File: src/rtl/vp_op_sequencer_pkg.sv
// Shared definitions for the vector-op sequencer: instruction field layout,
// op encodings and the element-sequencing state enum.
package vp_op_sequencer_pkg;

  localparam int INSTR_W   = 20;
  localparam int OP_LSB    = 17;
  localparam int RA1_LSB   = 15;
  localparam int RA2_LSB   = 13;
  localparam int MADDR_LSB = 4;
  localparam int REP_LSB   = 0;
  localparam int OP_W      = 3;
  localparam int RA_W      = 2;

  localparam logic [OP_W-1:0] OP_ADD = 3'b000;
  localparam logic [OP_W-1:0] OP_MUL = 3'b001;
  localparam logic [OP_W-1:0] OP_ST  = 3'b010;
  localparam logic [OP_W-1:0] OP_LD  = 3'b011;
  localparam logic [OP_W-1:0] OP_NOP = 3'b111;

  typedef enum logic [1:0] {
    ST_IDLE   = 2'd0,
    ST_ISSUE  = 2'd1,
    ST_COMMIT = 2'd2,
    ST_DRAIN  = 2'd3
  } state_t;

  // Ops 100..111 have no datapath meaning and are dropped at pop time.
  function automatic logic op_legal(input logic [OP_W-1:0] op);
    return !op[OP_W-1];
  endfunction

endpackage

File: src/rtl/vp_op_sequencer_if.sv
// Instruction handshake into the sequencer.
// A word transfers on a rising clk edge where instr_valid && instr_ready are both high;
// the master holds instr_data stable while instr_valid is high and not yet accepted.
interface vp_op_sequencer_if;
  logic                                     instr_valid;
  logic                                     instr_ready;
  logic [vp_op_sequencer_pkg::INSTR_W-1:0]  instr_data;

  modport master (output instr_valid, output instr_data, input  instr_ready);
  modport slave  (input  instr_valid, input  instr_data, output instr_ready);
endinterface

File: src/rtl/vp_op_sequencer_instr_fifo.sv
// Synchronous instruction buffer; pointers carry one extra wrap bit so full and
// empty are distinguished without an occupancy counter.
module vp_instr_fifo #(
  parameter int DEPTH = 4,
  parameter int W     = 20
) (
  input  logic         clk,
  input  logic         rst,
  input  logic         push,
  input  logic [W-1:0] din,
  input  logic         pop,
  output logic [W-1:0] dout,
  output logic         full,
  output logic         empty
);

  localparam int AW = $clog2(DEPTH);

  logic [W-1:0] mem [DEPTH];
  logic [AW:0]  wr_ptr;
  logic [AW:0]  rd_ptr;

  assign empty = (wr_ptr == rd_ptr);
  assign full  = (wr_ptr[AW] != rd_ptr[AW]) && (wr_ptr[AW-1:0] == rd_ptr[AW-1:0]);
  assign dout  = mem[rd_ptr[AW-1:0]];

  always_ff @(posedge clk) begin
    if (push && !full) mem[wr_ptr[AW-1:0]] <= din;
  end

  always_ff @(posedge clk) begin
    if (rst) begin
      wr_ptr <= '0;
      rd_ptr <= '0;
    end else begin
      if (push && !full) wr_ptr <= wr_ptr + (AW+1)'(1);
      if (pop && !empty) rd_ptr <= rd_ptr + (AW+1)'(1);
    end
  end

endmodule

File: src/rtl/vp_op_sequencer.sv
// Expands buffered vector instructions into 1..16 element operations, each held
// for a fixed ISSUE/COMMIT/DRAIN window so datapath writeback sees stable operands.
module vp_op_sequencer
  import vp_op_sequencer_pkg::*;
#(
  parameter int FIFO_DEPTH = 4,
  parameter int ADDR_W     = 9,
  parameter int REP_W      = 4,
  parameter int CNT_W      = 16
) (
  input  logic               clk,
  input  logic               rst,
  vp_op_sequencer_if.slave   instr,
  output logic [OP_W-1:0]    cpu_op,
  output logic [RA_W-1:0]    cpu_reg_wr_addr,
  output logic [RA_W-1:0]    cpu_reg_rd_addr1,
  output logic [RA_W-1:0]    cpu_reg_rd_addr2,
  output logic [ADDR_W-1:0]  cpu_mem_addr,
  output logic               busy,
  output logic               done,
  output logic               err_illegal,
  output logic [CNT_W-1:0]   retired_cnt,
  output state_t             dbg_state
);

  state_t               state;
  logic [OP_W-1:0]      op_q;
  logic [REP_W-1:0]     rep_q;
  logic [REP_W-1:0]     elem_cnt;

  logic [INSTR_W-1:0]   fifo_dout;
  logic                 fifo_full;
  logic                 fifo_empty;
  logic                 push;
  logic                 pop;
  logic                 last_elem;

  logic [OP_W-1:0]      f_op;
  logic [RA_W-1:0]      f_ra1;
  logic [RA_W-1:0]      f_ra2;
  logic [ADDR_W-1:0]    f_maddr;
  logic [REP_W-1:0]     f_rep;

  assign f_op    = fifo_dout[OP_LSB    +: OP_W];
  assign f_ra1   = fifo_dout[RA1_LSB   +: RA_W];
  assign f_ra2   = fifo_dout[RA2_LSB   +: RA_W];
  assign f_maddr = fifo_dout[MADDR_LSB +: ADDR_W];
  assign f_rep   = fifo_dout[REP_LSB   +: REP_W];

  assign instr.instr_ready = !fifo_full;
  assign push              = instr.instr_valid && !fifo_full;
  assign last_elem         = (elem_cnt == rep_q);
  assign busy              = (state != ST_IDLE) || !fifo_empty;
  assign dbg_state         = state;

  // Pop from IDLE, or straight out of the final DRAIN so back-to-back work has no bubble.
  always_comb begin
    pop = 1'b0;
    if (!fifo_empty) begin
      if (state == ST_IDLE)                pop = 1'b1;
      if (state == ST_DRAIN && last_elem)  pop = 1'b1;
    end
  end

  vp_instr_fifo #(
    .DEPTH (FIFO_DEPTH),
    .W     (INSTR_W)
  ) u_fifo (
    .clk   (clk),
    .rst   (rst),
    .push  (push),
    .din   (instr.instr_data),
    .pop   (pop),
    .dout  (fifo_dout),
    .full  (fifo_full),
    .empty (fifo_empty)
  );

  always_ff @(posedge clk) begin
    if (rst) begin
      state            <= ST_IDLE;
      op_q             <= OP_NOP;
      rep_q            <= '0;
      elem_cnt         <= '0;
      cpu_op           <= OP_NOP;
      cpu_reg_wr_addr  <= '0;
      cpu_reg_rd_addr1 <= '0;
      cpu_reg_rd_addr2 <= '0;
      cpu_mem_addr     <= '0;
      done             <= 1'b0;
      err_illegal      <= 1'b0;
      retired_cnt      <= '0;
    end else begin
      done        <= 1'b0;
      err_illegal <= 1'b0;

      unique case (state)
        ST_IDLE: begin
          if (pop) state <= op_legal(f_op) ? ST_ISSUE : ST_IDLE;
        end
        ST_ISSUE: begin
          state <= ST_COMMIT;
        end
        ST_COMMIT: begin
          state  <= ST_DRAIN;
          cpu_op <= OP_NOP;
        end
        ST_DRAIN: begin
          if (!last_elem) begin
            elem_cnt     <= elem_cnt + REP_W'(1);
            cpu_mem_addr <= cpu_mem_addr + ADDR_W'(1);
            cpu_op       <= op_q;
            state        <= ST_ISSUE;
          end else begin
            done        <= 1'b1;
            retired_cnt <= retired_cnt + CNT_W'(1);
            state       <= (pop && op_legal(f_op)) ? ST_ISSUE : ST_IDLE;
          end
        end
        default: state <= ST_IDLE;
      endcase

      // Register fields are latched once per instruction; only the memory address steps.
      if (pop) begin
        elem_cnt <= '0;
        if (op_legal(f_op)) begin
          op_q             <= f_op;
          rep_q            <= f_rep;
          cpu_op           <= f_op;
          cpu_reg_rd_addr1 <= f_ra1;
          cpu_reg_rd_addr2 <= f_ra2;
          cpu_reg_wr_addr  <= (f_op == OP_LD) ? f_ra1 : '0;
          cpu_mem_addr     <= f_maddr;
        end else begin
          err_illegal <= 1'b1;
        end
      end
    end
  end

endmodule

File: src/flat_wrapper.sv
// flat-port wrapper written by rule: the top's interface ports become plain ports
module vp_op_sequencer_flat import vp_op_sequencer_pkg::*;
#(
  parameter int FIFO_DEPTH = 4,
  parameter int ADDR_W     = 9,
  parameter int REP_W      = 4,
  parameter int CNT_W      = 16
)
  (clk, rst, cpu_op, cpu_reg_wr_addr, cpu_reg_rd_addr1, cpu_reg_rd_addr2, cpu_mem_addr, busy, done, err_illegal, retired_cnt, dbg_state, instr_instr_valid, instr_instr_data, instr_instr_ready);
  vp_op_sequencer_if instr_i ();
  input  logic clk;
  input  logic rst;
  output logic [OP_W-1:0] cpu_op;
  output logic [RA_W-1:0] cpu_reg_wr_addr;
  output logic [RA_W-1:0] cpu_reg_rd_addr1;
  output logic [RA_W-1:0] cpu_reg_rd_addr2;
  output logic [ADDR_W-1:0] cpu_mem_addr;
  output logic busy;
  output logic done;
  output logic err_illegal;
  output logic [CNT_W-1:0] retired_cnt;
  output state_t dbg_state;
  input wire logic [$bits(instr_i.instr_valid)-1:0] instr_instr_valid;
  input wire logic [$bits(instr_i.instr_data)-1:0] instr_instr_data;
  output wire logic [$bits(instr_i.instr_ready)-1:0] instr_instr_ready;
  assign instr_i.instr_valid = instr_instr_valid;
  assign instr_i.instr_data = instr_instr_data;
  assign instr_instr_ready = instr_i.instr_ready;
  vp_op_sequencer #(.FIFO_DEPTH(FIFO_DEPTH), .ADDR_W(ADDR_W), .REP_W(REP_W), .CNT_W(CNT_W)) u_core (.clk(clk), .rst(rst), .instr(instr_i), .cpu_op(cpu_op), .cpu_reg_wr_addr(cpu_reg_wr_addr), .cpu_reg_rd_addr1(cpu_reg_rd_addr1), .cpu_reg_rd_addr2(cpu_reg_rd_addr2), .cpu_mem_addr(cpu_mem_addr), .busy(busy), .done(done), .err_illegal(err_illegal), .retired_cnt(retired_cnt), .dbg_state(dbg_state));
endmodule
File: config.mk
export PLATFORM = sky130hd
export DESIGN_NAME = vp_op_sequencer_flat
export DESIGN_NICKNAME = d
export VERILOG_FILES = /design/src/rtl/vp_op_sequencer_pkg.sv /design/src/rtl/vp_op_sequencer_if.sv /design/src/rtl/vp_op_sequencer_instr_fifo.sv /design/src/rtl/vp_op_sequencer.sv /design/src/flat_wrapper.sv
export SDC_FILE = /design/constraint.sdc
export NUM_CORES = 1
export LEC_CHECK = 0
export ABC_AREA = 1
export CORE_MARGIN = 2
export CORE_UTILIZATION = 40
export CTS_CLUSTER_DIAMETER = 120
export DETAILED_ROUTE_END_ITERATION = 12
export GPL_TIMING_DRIVEN = 0
export MAX_ROUTING_LAYER = met4
export PLACE_DENSITY = 0.68
export SLEW_MARGIN = 25
export SYNTH_ARGS = -nofsm -noshare
export SYNTH_HDL_FRONTEND = slang
export SYNTH_HIERARCHICAL = 1
export SYNTH_SLANG_ARGS = --single-unit
File: constraint.sdc
create_clock -name clk -period 3.42 [get_ports clk]
set_input_delay 0.684 -clock clk [delete_from_list [all_inputs] [get_ports clk]]
set_output_delay 0.684 -clock clk [all_outputs]
set_load 0.1 [all_outputs]
# [Word-level counts from Yosys, hierarchy flattened]
# Memory sizes are Yosys's and may differ from the RTL's. A register that Yosys moved wholly into a read port is not among the register bits.
# Index checks and enable logic that the tools add are counted.
# Widths: inputs -> output; s select.
[totals] reg_bits=55 ram_bits=80 out_inout_bits=40 memories=1
[mem_list] name="u_core.u_fifo.mem" depth=4 width=20 read_ports=1 rd_ports_with_merged_regs=1 write_ports=1 line_no="vp_op_sequencer_instr_fifo.sv:19" rtl="logic [W-1:0] mem [DEPTH];"
[op_classes] addsub=5 n_eq_ne=9 muxes=23 bitwise=4 reduce_logical=18
[ops] op="$mux 9" n=4
[ops] op="$add 16x1->16 const B" n=1
[ops] op="$mux 2" n=5
[ops] op="$add 9x1->9 const B" n=1
[ops] op="$mux 1" n=9
[ops] op="$mux 3" n=3
[ops] op="$pmux 2 s4" n=1
[ops] op="$add 3x1->3 const B" n=2
[ops] op="$logic_and 1x1->1" n=6
[ops] op="$pmux 3 s2" n=1
[ops] op="$reduce_and 2->1" n=3
[ops] op="$reduce_or 2->1" n=3
[ops] op="$add 4x1->4 const B" n=1
[ops] op="$eq 2x2->1 const B" n=2
[ops] op="$eq 4x4->1" n=1
[ops] op="$not 1->1" n=4
[ops] op="$eq 3x2->1 const B" n=1
[ops] op="$eq 3x3->1" n=1
[ops] op="$logic_not 1->1" n=3
[ops] op="$eq 2x1->1 const B" n=1
[ops] op="$eq 2x2->1" n=1
[ops] op="$logic_not 2->1" n=1
[ops] op="$ne 2x1->1 const B" n=1
[ops] op="$reduce_bool 2->1" n=1
[ops] op="other kinds (2)" n=2

# [Logic depth before layout (Yosys ltp)]
# Gate-level depths: netlist of run 1.
[depth] ltp_word=8 ltp_mapped=13

# [Modules after synthesis]
# Netlist of run 1, hierarchy kept.
[by_module_without_submodules] mod="vp_instr_fifo" n_inst=1 cells_each=268 area_per_inst_um2=3468.3 seq_area_each_um2=2562.5
[by_module_without_submodules] mod="vp_op_sequencer" n_inst=1 cells_each=357 area_per_inst_um2=2456.1 seq_area_each_um2=980.9

# [Worst setup path before layout of run 1]
# Ideal clock, no wire load.
[synth_timing] path_type="register -> output" from="register u_core.state[0] (netlist: u_core/dbg_state[0])" to="output port busy" arrival_time_ps=2093 required_time_ps=2736 setup_slack_ps=643 path_stages_with_launch=4 path_buffers=0 cell_sequence="dfxtp_1 -> inv_1 -> ha_1 -> nand2_1"
[synth_between] elab_chain_len=2
[synth_lines] element="from (decl)" line_no="vp_op_sequencer.sv:26" rtl="state_t state;"
[synth_lines] element="from (signal assigned)" line_no="vp_op_sequencer.sv:99" rtl="if (pop) state <= op_legal(f_op) ? ST_ISSUE : ST_IDLE;"
[synth_lines] element="from (signal assigned)" line_no="vp_op_sequencer.sv:117" rtl="state <= (pop && op_legal(f_op)) ? ST_ISSUE : ST_IDLE;"
[synth_lines] element="$reduce_bool 2->1" line_no="vp_op_sequencer.sv:53" rtl="assign busy = (state != ST_IDLE) || !fifo_empty;"
[synth_lines] element="$logic_or 1x1->1" line_no="vp_op_sequencer.sv:53"
[synth_lines] element="to (decl)" line_no="flat_wrapper.sv:18" rtl="output logic busy;"
# No other way between the ends.

# [Final worst setup path of run 1]
[layout_timing] from="register u_core.u_fifo.wr_ptr[1]" to="output port instr_instr_ready"
[layout_between] elab_chain_len=3
[layout_lines] element="from (decl)" line_no="vp_op_sequencer_instr_fifo.sv:20" rtl="logic [AW:0] wr_ptr;"
[layout_lines] element="from (signal assigned)" line_no="vp_op_sequencer_instr_fifo.sv:36" rtl="if (push && !full) wr_ptr <= wr_ptr + (AW+1)'(1);"
[layout_lines] element="$eq 2x2->1" line_no="vp_op_sequencer_instr_fifo.sv:24" rtl="assign full = (wr_ptr[AW] != rd_ptr[AW]) && (wr_ptr[AW-1:0] == rd_ptr[AW-1:0]);"
[layout_lines] element="$logic_and 1x1->1" line_no="vp_op_sequencer_instr_fifo.sv:24"
[layout_lines] element="named net u_core.fifo_full" line_no="vp_op_sequencer.sv:32" rtl="logic fifo_full;"
[layout_lines] element="$logic_not 1->1" line_no="vp_op_sequencer.sv:50" rtl="assign instr.instr_ready = !fifo_full;"
[layout_lines] element="to (decl)" line_no="flat_wrapper.sv:25" rtl="output wire logic [$bits(instr_i.instr_ready)-1:0] instr_instr_ready;"
# The timed path passes the listed nets, and every way through them passes these cells.

==> tab_implementation.tex, run 1 <==
\begin{tabular}{lr}
\hline
Metric & Value \\
\hline
\multicolumn{2}{l}{\textbf{Run status}} \\
\quad Status & completed \\
\multicolumn{2}{l}{\textbf{Routing}} \\
\quad Routed Antenna Nets & 0 \\
\quad Number of vias after detailed routing & 4,599 \\
\quad Routed wire length per instance & between 10 and 15 um \\
\quad Overall routed net length & roughly 13,000 um \\
\quad First DRT Iteration DRCs & 345 \\
\quad Drt drc & 0 \\
\quad Number of detailed-routing iterations run before antenna repair & 5 \\
\quad Via density per instance & approximately 5.1 \\
\multicolumn{2}{l}{\textbf{Logic synthesis}} \\
\quad Async set or reset register ratio after synthesis & 0\% \\
\quad Netlist cell types & 34 \\
\quad YS warnings & 6 \\
\quad Post-synthesis cell type with the largest combined area & edfxtp\_1 \\
\quad Post-synthesis instance area & 0.00592 mm2 \\
\quad Instance count of the mapped netlist & between 600 and 700 \\
\quad Flip-flop and latch count after synthesis & 137 \\
\quad Net count after synthesis & 660 \\
\quad Portion of the post-synthesis area used by sequential elements & 59.8\% \\
\quad Ranking of synthesized cells by area & edfxtp\_1, dfxtp\_1, nand2\_1 \\
\quad Mean Syn Cell Area & roughly 9.5 um2 \\
\quad Main flop type after synthesis & edfxtp\_1 \\
\quad Number of synthesized flops with an enable pin & 80 \\
\quad Area share of the largest cell type after synthesis & 40.5\% \\
\multicolumn{2}{l}{\textbf{Placement}} \\
\quad Routability congestion estimate from global placement & around 0.86 \\
\quad PortBufs & between 60 and 70 \\
\quad HPWL reported at the end of detailed placement & approximately 9200 um \\
\quad Cell area reported after detailed placement & 0.00680 mm2 \\
\quad Worst Setup Slack post-DPL & just under 0.6 ns \\
\multicolumn{2}{l}{\textbf{STA}} \\
\quad Unrepaired setup endpoints after global routing & no \\
\quad Count of final max-slew check failures & 0 \\
\quad Relative max-transition margin & roughly a third \\
\quad Hold Slack & 0.464 ns \\
\quad Setup clock skew after layout & between 0.005 and 0.006 ns \\
\quad Worst-Margin Slew & roughly 0.98 ns \\
\quad Worst setup slack after layout & about 0.27 ns \\
\quad Final critical delay including setup and external delays & roughly 3.2 ns \\
\quad Highest Clock Rate & between 300 and 400 MHz \\
\quad Count of final hold-check violations & 0 \\
\quad Number of endpoints failing setup at the final stage & 0 \\
\quad Final period util & between 90 and 100\% \\
\multicolumn{2}{l}{\textbf{Worst setup path}} \\
\quad Critical register-to-register path startpoint & u\_core/u\_fifo/wr\_ptr[1] \\
\quad Worst Path Required & around 2.7 ns \\
\quad Crit start category & flop \\
\quad Crit path DAT & approximately 2.5 ns \\
\quad Setup Crit Path Kind & flop to output port \\
\quad Setup crit start & u\_core/u\_fifo/wr\_ptr[1] \\
\quad Crit. End Element & output port \\
\quad Maximum fanout encountered on the critical timing path & 7 \\
\multicolumn{2}{l}{\textbf{Clocking}} \\
\quad Clock tree from TritonCTS & yes \\
\quad Clock tree root driver cell & clkbuf\_16 \\
\quad Count of hold buffers inserted by post-cts repair & 0 \\
\quad CTS max path bufs & 2 \\
\quad Post CTS Setup Buffer Count & 0 \\
\quad Post-CTS sizing & 0 \\
\quad CTS clock-pin slew for the worst setup and hold paths & 0.06 ns \\
\quad Number of clock buffers inserted by TritonCTS & 17 \\
\quad Later-pin clock latency in the skew report & just over 0.4 ns \\
\quad Count of H-tree levels built during CTS & 4 \\
\quad Number of clock sinks & $\sim$140 \\
\multicolumn{2}{l}{\textbf{Floorplan}} \\
\quad Area of the die & $\sim$0.016 mm2 \\
\quad Width of the die & 126 um \\
\quad Initial core utilization & about two fifths \\
\quad Die height & 126 um \\
\quad Core Rows & 44 \\
\quad Total core area & $\sim$0.014 mm2 \\
\quad Boundary Pins & 63 \\
\multicolumn{2}{l}{\textbf{Layout}} \\
\quad Area growth, synth to finish & 23.7\% \\
\quad Number of inserted diodes & 0 \\
\quad Multi-input logic area & about 0.0021 mm2 \\
\quad Filler instances & around 1,300 \\
\quad Layout cell share with drive strength beyond 1 & $\sim$8.9\% \\
\quad NumNets Final & 741 \\
\quad Register area & $\sim$0.0035 mm2 \\
\quad Final std cell area, no fill & approximately 0.0073 mm2 \\
\multicolumn{2}{l}{\textbf{Global routing}} \\
\quad Wire length of the first global-routing pass & around 22,000 um \\
\quad Busiest layer in global routing & met2 \\
\quad Maximum number of pins on one net before global-route repair & 21 \\
\quad Antenna violations before repair & 0 \\
\quad Global-route usage over all layers & between 10\% and 20\% \\
\quad Remaining global-route overflow & 0 \\
\quad GRT met2 Usage & between 20\% and 30\% \\
\quad Global Route met1 Usage & 22.0\% \\
\quad Vias in the first global route & $\sim$4,400 \\
\quad Met3 Track Usage GR & about 4.7\% \\
\multicolumn{2}{l}{\textbf{Flow run}} \\
\quad Maximum capacitance violations & 0 \\
\multicolumn{2}{l}{\textbf{Worst hold path}} \\
\quad Classification of the worst-slack hold path & flop to flop \\
\quad Worst min-delay path startpoint & u\_core/op\_q[1] \\
\multicolumn{2}{l}{\textbf{Pwr}} \\
\quad P\_leak & between 2 and 3 nW \\
\quad Power, Total & between 5 and 6 mW \\
\quad Power density normalized to cell area & about 780 mW/mm2 \\
\quad Worst IR drop on VDD & 380 uV \\
\hline
\end{tabular}
==> final cells by class <==
cell class                 instances  area share, %
sequential                       137           48.4
multi-input combinational        403           28.0
timing repair buffer              62           8.51
clock buffer                      22           6.06
inverter                          63           3.26
tap                              184           3.14
buffer                            22           1.54
clock inverter                    10           1.11
==> cell usage after synthesis, drive strengths merged (3+ instances only) <==
cell type    n
nand2      113
xnor2        3
o21ai       67
nand4        5
nor2       106
dfxtp       57
clkbuf      14
nor3         8
ha          12
inv         63
a21oi       31
edfxtp      80
buf          8
nand3       22
o22ai       20
xor2         8
==> layout by cell type (no fill, tap or decap), types with 12 or more instances in the layout <==
| cell type | n |
|---|---|
| nand2_1 | 105 |
| inv_1 | 57 |
| clkbuf_1 | 15 |
| clkbuf_16 | 17 |
| o22ai_1 | 20 |
| a21oi_1 | 31 |
| ha_1 | 12 |
| o21ai_0 | 63 |
| nand3_1 | 19 |
| dfxtp_1 | 57 |
| clkdlybuf4s50_1 | 61 |
| nor2_1 | 98 |
| edfxtp_1 | 80 |
==> power breakdown <==
part / leakage (nW) / internal [mW] / total, mW / switching (mW)
clock network: 0.251 / 0.988 / 1.63 / 0.639
logic: 1.32 / 0.542 / 2.02 / 1.48
registers: 1.20 / 1.93 / 2.05 / 0.119
==> per-stage QoR <==
stage | utilization, % | std cells | setup TNS (ns)
finish | 50.6 | 903 | 0
global route | 50.6 | 903 | 0
CTS | 50.6 | 903 | 0
detailed placement | 46.9 | 871 | 0
global placement | 46.8 | 871 | -3.18
floorplan | - | 625 | 0
==> cell families after synthesis <==
group,share of synthesized area (%)
buffers and inverters,5.93
DFF,59.8
and+or+nand+nor,19.3
adders and majority gates,2.53
AOI/OAI and AO/OA,10.7
xor gates and xnor gates,1.63
==> final timing paths <==
path                            cells past startpoint  slack (ns)                       end
worst max register to register                     10        0.89  u_core/u_fifo/mem[3][15]
worst min register to register                      2        0.46            u_core/op_q[1]
worst min-delay path                                2        0.46            u_core/op_q[1]
worst max-delay path                                7        0.27         instr_instr_ready
==> worst max-delay path: stages (launching register included) <==
cell,delay (ns)
dfxtp_1,0.40
inv_1,0.10
nand2_1,0.08
nand2_2,0.09
nand3_4,0.14
inv_1,0.07
inv_1,0.05
clkdlybuf4s50_1,1.12
==> state kept, by name (all words and copies together) (netlist names), 4 cells and up, named ones only <==
| signal | count |
|---|---|
| u_core/retired_cnt | 16 |
| u_core/elem_cnt | 4 |
| u_core/u_fifo/mem | 80 |
| u_core/rep_q | 4 |
| u_core/cpu_mem_addr | 9 |
==> layer usage <==
layer,part of all wire [%],up-vias
met1,44,2186
li1,-,2264
met2,49,133
met4,1.2,0
met5,0,-
met3,5.3,16
No activity file was read; power rests on OpenSTA's default activity.
==> run 2, diff against run 1 <==
--- a/constraint.sdc
+++ b/constraint.sdc
@@ -3,2 +3,2 @@
 set_output_delay 0.684 -clock clk [all_outputs]
-set_load 0.1 [all_outputs]
+set_load 0.01 [all_outputs]
==> run 2 against run 1 <==
Effect of this change:
- via count about the same
- global-route usage is the same
- combinational power shrank 26%
- clock skew is essentially flat
- sequential cell count unchanged
- critical path type unchanged
==> tab_implementation.tex, run 2 (synthesis gave the netlist of run 1 again) <==
\begin{tabular}{lr}
\hline
Metric & Value \\
\hline
\multicolumn{2}{l}{\textbf{Clocking}} \\
\quad CTS max path bufs & 2 (unchanged) \\
\quad Clock tree root driver cell & clkbuf\_16 \\
\quad Number of clock sinks & 137 (unchanged) \\
\quad Post-CTS sizing & 0 (unchanged) \\
\quad Clock tree from TritonCTS & yes \\
\quad Post CTS Setup Buffer Count & 0 (unchanged) \\
\quad Number of clock buffers inserted by TritonCTS & 17 (unchanged) \\
\quad Count of H-tree levels built during CTS & 4 (unchanged) \\
\quad CTS clock-pin slew for the worst setup and hold paths & 0.06 ns (about the same) \\
\quad Count of hold buffers inserted by post-cts repair & 0 (unchanged) \\
\quad Later-pin clock latency in the skew report & 0.41 ns (about the same) \\
\multicolumn{2}{l}{\textbf{Worst setup path}} \\
\quad Endpoint of the most critical setup path & busy \\
\quad Critical R2R Capture & u\_core/u\_fifo/mem[3][15] \\
\quad R2r worst-path depth & 10 (unchanged) \\
\quad Crit path DAT & 1.99 ns (-0.48 ns) \\
\quad Crit. End Element & output port \\
\quad Crit start category & flop \\
\quad Maximum fanout encountered on the critical timing path & 7 (unchanged) \\
\quad Critical register-to-register path startpoint & u\_core/u\_fifo/wr\_ptr[1] \\
\quad Worst Path Required & 2.74 ns (about the same) \\
\quad Setup crit start & u\_core/u\_fifo/wr\_ptr[1] \\
\quad Setup Crit Path Kind & flop to output port \\
\quad Reg-to-reg setup timing slack & 0.89 ns (about the same) \\
\multicolumn{2}{l}{\textbf{STA}} \\
\quad Number of endpoints failing setup at the final stage & 0 (unchanged) \\
\quad Aggregate negative setup slack & 0 ns (unchanged) \\
\quad Final critical delay including setup and external delays & 2.68 ns (-0.475 ns) \\
\quad Worst-Margin Slew & 0.929 ns (-0.0513 ns) \\
\quad Count of final hold-check violations & 0 (unchanged) \\
\quad Hold Slack & 0.464 ns (unchanged) \\
\quad Setup clock skew after layout & 0.00587 ns (+0.0000000300 ns) \\
\quad Highest Clock Rate & 374 MHz (+18\%) \\
\quad Relative max-transition margin & 38.0\% (+3.6 points) \\
\quad Final period util & 78.3\% (-14 points) \\
\quad Unrepaired setup endpoints after global routing & no \\
\quad Count of final max-slew check failures & 0 (unchanged) \\
\multicolumn{2}{l}{\textbf{Placement}} \\
\quad Routability congestion estimate from global placement & 0.863 (unchanged) \\
\quad Number of placed instances with taps included & 871 (unchanged) \\
\quad PortBufs & 62 (unchanged) \\
\quad HPWL reported at the end of detailed placement & 9210 um (unchanged) \\
\quad Cell area reported after detailed placement & 0.00680 mm2 (unchanged) \\
\multicolumn{2}{l}{\textbf{Routing}} \\
\quad Number of vias after detailed routing & 4,598 (-0.022\%) \\
\quad Routed Antenna Nets & 0 (unchanged) \\
\quad Number of detailed-routing iterations run before antenna repair & 5 (unchanged) \\
\quad Routed wire length per instance & 14.8 um (about the same) \\
\quad Overall routed net length & 13,400 um (about the same) \\
\quad Via density per instance & 5.09 (about the same) \\
\quad Drt drc & 0 (unchanged) \\
\quad First DRT Iteration DRCs & 347 (+0.58\%) \\
\multicolumn{2}{l}{\textbf{Layout}} \\
\quad Most common cell after layout, fill and taps aside & nand2\_1 \\
\quad Multi-input logic area & 0.00205 mm2 (unchanged) \\
\quad Number of inserted diodes & 0 (unchanged) \\
\quad Final std cell area, no fill & 0.00732 mm2 (about the same) \\
\quad Commonest cells after routing, fill and taps aside & nand2\_1, nor2\_1, edfxtp\_1 \\
\quad Register area & 0.00354 mm2 (unchanged) \\
\quad Largest register FFs & 80 (unchanged) \\
\quad NumNets Final & 741 (unchanged) \\
\quad Count of placed standard cells in the final layout, fillers left out & 903 (unchanged) \\
\quad Layout cell share with drive strength beyond 1 & 8.90\% (unchanged) \\
\quad Filler instances & 1,254 (+0.080\%) \\
\quad Area growth, synth to finish & 23.6\% (about the same) \\
\multicolumn{2}{l}{\textbf{Pwr}} \\
\quad P\_leak & 2.76 nW (-0.17\%) \\
\quad Worst IR drop on VDD & 375 uV (-1.2\%) \\
\quad Power density normalized to cell area & 707 mW/mm2 (-9.1\%) \\
\multicolumn{2}{l}{\textbf{Floorplan}} \\
\quad Boundary Pins & 63 (unchanged) \\
\quad Total core area & 0.0145 mm2 (unchanged) \\
\quad Die height & 126 um (unchanged) \\
\quad Width of the die & 126 um (unchanged) \\
\quad Area of the die & 0.0158 mm2 (unchanged) \\
\quad Initial core utilization & 40.9\% (unchanged) \\
\quad Core Rows & 44 (unchanged) \\
\multicolumn{2}{l}{\textbf{Global routing}} \\
\quad Remaining global-route overflow & 0 (unchanged) \\
\quad Vias in the first global route & 4,416 (unchanged) \\
\quad Maximum number of pins on one net before global-route repair & 21 (unchanged) \\
\quad Antenna violations before repair & 0 (unchanged) \\
\quad Wire length of the first global-routing pass & 21,800 um (unchanged) \\
\quad Global-route usage over all layers & 18.0\% (unchanged) \\
\multicolumn{2}{l}{\textbf{Run status}} \\
\quad Status & completed \\
\multicolumn{2}{l}{\textbf{Worst hold path}} \\
\quad Classification of the worst-slack hold path & flop to flop \\
\multicolumn{2}{l}{\textbf{Flow run}} \\
\quad Maximum capacitance violations & 0 (unchanged) \\
\hline
\end{tabular}
[run 2: power breakdown]
group / total [mW] / switching [mW] / internal (mW)
sequential: 2.05 / 0.119 / 1.93
combinational: 1.50 / 0.953 / 0.544
clock: 1.63 / 0.639 / 0.988
[run 2: routing by layer]
metal | global-route usage, % | up-vias | part of all wire, %
li1 | - | 2262 | -
met1 | 22.0 | 2191 | 44
met2 | 29.2 | 129 | 50
met3 | 4.67 | 16 | 5.2
met4 | 6.27 | 0 | 1.2
met5 | - | - | 0
[run 2: final cells by class]
class,instances,area share [%]
Sequential cell,137,48.4
Multi-Input combinational cell,403,28.0
Timing Repair Buffer,62,8.47
Clock buffer,22,6.07
Inverter,63,3.26
Tap cell,184,3.14
Buffer,22,1.54
Clock inverter,10,1.11
[run 2: critical path, stage by stage, from the launching register on]
cell and delay, ns:
dfxtp_1 0.40, inv_1 0.10, nand2_1 0.08, nand2_2 0.09, nand3_4 0.12, inv_1 0.12
nand2_1 0.11, clkdlybuf4s50_1 0.55
[run 2: how the worst min path moves through the flow]
stage	from	endpoint	slack (ns)	depth (start not counted)
after floorplan	u_core/op_q[1]	u_core/op_q[1]	0.43	2
after global placement	u_core/op_q[1]	u_core/op_q[1]	0.45	2
after detailed placement	u_core/op_q[1]	u_core/op_q[1]	0.45	2
after CTS	u_core/op_q[1]	u_core/op_q[1]	0.47	2
after global routing	u_core/op_q[1]	u_core/op_q[1]	0.48	2
final	u_core/op_q[1]	u_core/op_q[1]	0.46	2
[run 2: per-stage QoR]
stage | worst slack (ns) | power, mW | util (%)
finish | 0.744 | 5.17 | 50.6
floorplan | 0.969 | 3.02 | -
detailed placement | 0.581 | 3.56 | 46.9
global placement | -0.0732 | 3.51 | 46.8
global route | 0.587 | 5.46 | 50.6
CTS | 0.733 | 5.20 | 50.6
